File: src/rtl/ham_encoder.sv
// Hamming(15,11) encoder feeding a 2-entry output FIFO with a valid/ready handshake on both sides.
// Define HAM_ERR_INJECT_EN to enable single-bit error injection at the accept edge via inject_pos.
module ham_encoder #(
  parameter int COUNT_W = 16
) (
  input  logic               clock,
  input  logic               reset_n,
  input  logic [11:1]        data_in,
  input  logic               in_valid,
  output logic               in_ready,
  output logic [15:1]        ham_out,
  output logic               out_valid,
  input  logic               out_ready,
  input  logic [3:0]         inject_pos,
  output logic [COUNT_W-1:0] word_count
);

  logic [15:1]        mem [2];
  logic               wr_ptr;
  logic               rd_ptr;
  logic [1:0]         count;
  logic [1:0]         count_next;
  logic               in_ready_q;
  logic [COUNT_W-1:0] word_count_q;
  logic [15:1]        encoded;
  logic [15:1]        stored;
  logic               push;
  logic               pop;

  // Codeword positions are numbered 1..15; parity sits at the power-of-two positions.
  always_comb begin
    encoded     = '0;
    encoded[3]  = data_in[1];
    encoded[5]  = data_in[2];
    encoded[6]  = data_in[3];
    encoded[7]  = data_in[4];
    encoded[9]  = data_in[5];
    encoded[10] = data_in[6];
    encoded[11] = data_in[7];
    encoded[12] = data_in[8];
    encoded[13] = data_in[9];
    encoded[14] = data_in[10];
    encoded[15] = data_in[11];
    encoded[1]  = data_in[1] ^ data_in[2] ^ data_in[4] ^ data_in[5] ^ data_in[7] ^ data_in[9] ^ data_in[11];
    encoded[2]  = data_in[1] ^ data_in[3] ^ data_in[4] ^ data_in[6] ^ data_in[7] ^ data_in[10] ^ data_in[11];
    encoded[4]  = data_in[2] ^ data_in[3] ^ data_in[4] ^ data_in[8] ^ data_in[9] ^ data_in[10] ^ data_in[11];
    encoded[8]  = data_in[5] ^ data_in[6] ^ data_in[7] ^ data_in[8] ^ data_in[9] ^ data_in[10] ^ data_in[11];
  end

`ifdef HAM_ERR_INJECT_EN
  always_comb begin
    stored = encoded;
    if (inject_pos != 4'd0) stored = encoded ^ (15'(1) << (inject_pos - 4'd1));
  end
`else
  // Port kept for pin compatibility; the dangling reduction synthesises away.
  logic unused_inject;
  assign unused_inject = ^inject_pos;
  assign stored        = encoded;
`endif

  assign push = in_valid && in_ready_q;
  assign pop  = out_valid && out_ready;

  // NOTE: every always_comb output gets a default first so no path leaves it unassigned (no latch).
  always_comb begin
    count_next = count;
    if (push && !pop)      count_next = count + 2'd1;
    else if (!push && pop) count_next = count - 2'd1;
  end

  // NOTE: sequential state uses non-blocking assignments so all registers update together at the edge.
  always_ff @(posedge clock or negedge reset_n) begin
    if (!reset_n) begin
      wr_ptr       <= 1'b0;
      rd_ptr       <= 1'b0;
      count        <= 2'd0;
      in_ready_q   <= 1'b0;
      word_count_q <= '0;
    end else begin
      if (push) wr_ptr <= ~wr_ptr;
      if (pop) begin
        rd_ptr       <= ~rd_ptr;
        word_count_q <= word_count_q + COUNT_W'(1);
      end
      count      <= count_next;
      in_ready_q <= (count_next < 2'd2);
    end
  end

  // NOTE: the storage array is not reset; the occupancy count masks it, so reset only clears pointers.
  always_ff @(posedge clock) begin
    if (push) mem[wr_ptr] <= stored;
  end

  assign out_valid  = (count != 2'd0);
  assign ham_out    = out_valid ? mem[rd_ptr] : '0;
  assign in_ready   = in_ready_q;
  assign word_count = word_count_q;

endmodule

File: config.mk
export PLATFORM = sky130hd
export DESIGN_NAME = ham_encoder
export DESIGN_NICKNAME = d
export VERILOG_FILES = /design/src/rtl/ham_encoder.sv
export SDC_FILE = /design/constraint.sdc
export NUM_CORES = 1
export LEC_CHECK = 0
export BUFFER_PORTS_ARGS = -buffer_cell sky130_fd_sc_hd__clkbuf_2
export CORE_ASPECT_RATIO = 1.25
export CORE_MARGIN = 10
export CORE_UTILIZATION = 53
export DETAILED_ROUTE_END_ITERATION = 16
export GPL_TIMING_DRIVEN = 0
export HOLD_SLACK_MARGIN = 0.03
export PLACE_DENSITY = 0.79
export SYNTH_ARGS = -nofsm -noshare
export SYNTH_HDL_FRONTEND = slang
export SYNTH_SLANG_ARGS = --single-unit
export TNS_END_PERCENT = 100
File: constraint.sdc
create_clock -name clock -period 1.89 [get_ports clock]
set_input_delay 0.0945 -clock clock [delete_from_list [all_inputs] [get_ports clock]]
set_output_delay 0.0945 -clock clock [all_outputs]
set_load 0.05 [all_outputs]
==> metrics.csv <==
metric,value,unit
endpoint class of the critical path,output port,
cell family with most CP delay,buffers and inverters,
WHS Path Cells,1,
"Avg Cell Area, Syn",13.52,um2
fin nets,252,
GRT overflow,0,
core footprint,0.004131,mm2
RSZ-0062 raised after global routing,false,
max-slew violations,0,
Syn Nets,191,
final cycle utilization of the critical path,93.10,%
worst path buffer plus inverter count,3,
CP Cell Sequence,buf_2 -> clkbuf_4 -> mux2i_1 -> nor2_1 -> clkbuf_2,
leak pwr,1.212,nW
Synth Area in Simple Gates,10.74,%
Critical Path AT,1.67,ns
Synth Area in Compound Gates,0.5510,%
sequential share of the synthesized area,62.81,%
Period minus WS final,1.760,ns
Worst R2R Start,count[0],
root buffer selected by CTS,clkbuf_8,
reg2reg path depth,9,
critical path type,flop to output port,
Row Count,26,
final-report hold violation count,0,
TritonRoute pass-1 iters,4,
Die Area,0.007319,mm2
most frequent cells in the layout,"clkbuf_2 (46), edfxtp_1 (30), xnor2_1 (26), dfrtp_1 (21), nor2_1 (19)",
number of port buffers,47,
DRC errors left,0,
Slew headroom,48.55,%
Mapped Area,0.002271,mm2
Detail Route Antenna Nets,0,
Min-Delay Startpoint,data_in[4],
max_cap viols,0,
Worst-Skew Late Latency,0.30,ns
"wirelength, routed",4240,um
fmax,568.3,MHz
"commonest non-fill, non-tap cell in the layout",clkbuf_2,
hpwl dp,3154,um
H-tree depth,2,
largest family of logic cells by synthesized area,XOR/XNOR gates,
Worst Path Max Fanout,10,
area delta synth->final,21.21,%
CTS tree,built,
ratio of cells with drive above 1 in the final layout,28.26,%
class of the worst hold path,input pin to flop,
initial core utilization,54.97,%
Antenna Cells,0,
average routed wire per standard cell,14.83,um
initial antenna violation count,0,
setup_tns,0,ns
xor and xnor fraction of the mapped netlist area,13.50,%
run status,finished clean,
"slowest stage delay, CP",0.33,ns
# IOs,52,
"share of synthesized cell area in full adder, half adder and majority cells",2.204,%
CP Data Required Time,1.80,ns
clock sink count,51,
Die W,78.55,um
largest net degree at the start of global routing,22,
Via density,4.937,
Max Root-Sink Buffers,2,
power per cell area,1586,mW/mm2
Worst-path clk slew,0.09,ns
endpoints failing setup,0,
first-pass GRT wire length,7162,um
Post-Syn Instances,168,
post-synthesis mux area share,7.107,%
setup repair bufs after CTS,0,
"flops & latches, synth",51,
reg-to-reg endpoint,count[1],
startpoint types,flop,
vias in the first global route,1523,
Worst path slowest cell,dfrtp_1,
GPL Wtd Cong,0.7455,
Clock Skew,0.008737,ns
initial DRC count,52,
Synth cell types,25,
Slew @ Worst Pin,0.7709,ns
Worst Hold End,mem[0][6],
R2R Setup Slk,0.14,ns
Via Count,1412,
die height,93.19,um
hold_ws,0.03816,ns
TritonCTS Buffers,5,
GR Util All Layers,12.44,%
synth warn,0,
Worst VDD drop,0.001000,V
-- flip-flops by register name, indices dropped and copies added, names as in the netlist --
signal and cells:
mem 30, rd_ptr 1, word_count 16, in_ready 1, wr_ptr 1, count 2
-- cells by family after synthesis --
kind of cell    count (synthesis)
xor+xnor                       35
compound gates                  2
mux                            16
flops                          51
buf+inv                        12
fa+ha+maj                       4
simple gates                   48
-- area by class of cell --
type / instances / area [um2]
buffer: 5 / 46.29
inverter: 6 / 22.52
clock buffer: 6 / 72.57
clock inverter: 2 / 12.51
fill: 327 / 1379
multi-input combinational: 105 / 787.0
tap: 56 / 70.07
sequential: 51 / 1426
timing repair buffer: 55 / 315.3
-- how the worst max path moves through the flow --
| stage | startpoint | to | slack (ns) | cells past startpoint |
|---|---|---|---|---|
| 2_1_floorplan | word_count[0] | word_count[12] | 0.14 | 5 |
| 3_3_place_gp | count[0] | count[1] | 0.18 | 9 |
| 3_5_place_dp | count[0] | count[1] | 0.14 | 9 |
| 4_1_cts | rd_ptr | ham_out[7] | 0.04 | 5 |
| 5_1_grt | count[1] | count[1] | 0.002 | 9 |
| 6_report | rd_ptr | ham_out[12] | 0.13 | 5 |
-- cells in the mapped netlist --
cell type | instances | area share (%)
nand4_1 | 2 | 0.55
o21ai_0 | 1 | 0.22
buf_2 | 2 | 0.44
nor2b_4 | 1 | 0.61
nand3_1 | 7 | 1.5
ha_1 | 4 | 2.2
nand4b_1 | 1 | 0.39
dfrtp_1 | 21 | 23
nand2b_1 | 2 | 0.55
nor2b_1 | 1 | 0.28
clkbuf_1 | 1 | 0.17
mux2_2 | 1 | 0.50
nor3_1 | 1 | 0.22
mux2i_1 | 15 | 6.6
nand2_1 | 7 | 1.2
xnor2_1 | 26 | 10
buf_6 | 3 | 1.5
nor2_1 | 20 | 3.3
o31ai_1 | 1 | 0.33
nand4_2 | 1 | 0.55
inv_1 | 6 | 0.99
and4_1 | 2 | 0.77
and3_1 | 3 | 0.83
xor2_1 | 9 | 3.5
edfxtp_1 | 30 | 40
-- what timing repair did --
| action | CTS | global route |
|---|---|---|
| resized for setup | 0 | 4 |
| endpoints found under the setup margin | 10 | 12 |
| endpoints found under the hold margin | 33 | 2 |
| pin swaps | 0 | 0 |
| hold buffers | 7 | 1 |
-- power breakdown --
group / switching [W] / leakage, nW / internal (W)
sequential: 0.000132 / 0.548 / 0.00146
combinational: 0.00158 / 0.622 / 0.000594
clock: 0.000345 / 0.0412 / 0.000259
-- per-layer routing --
layer	up-vias	share of wire [%]	GRT usage [%]
li1	692	-	-
met1	675	39	12.65
met2	37	54	21.98
met3	8	6.2	5.268
met4	0	1.7	4.940
met5	-	0	0
-- stage by stage --
stage          cell area (um2)  utilization, %  worst slack [ns]  total power (W)  std cells
2_1_floorplan             2273               -            0.1436         0.003291        168
3_3_place_gp              2579           62.42            0.1776         0.003765        271
3_5_place_dp              2579           62.42            0.1424         0.003801        271
4_1_cts                   2730           66.08           0.03767         0.004410        285
5_1_grt                   2753           66.63          0.002448         0.004643        286
6_report                  2753           66.63            0.1304         0.004367        286
Power figures use the tool's default switching activity.
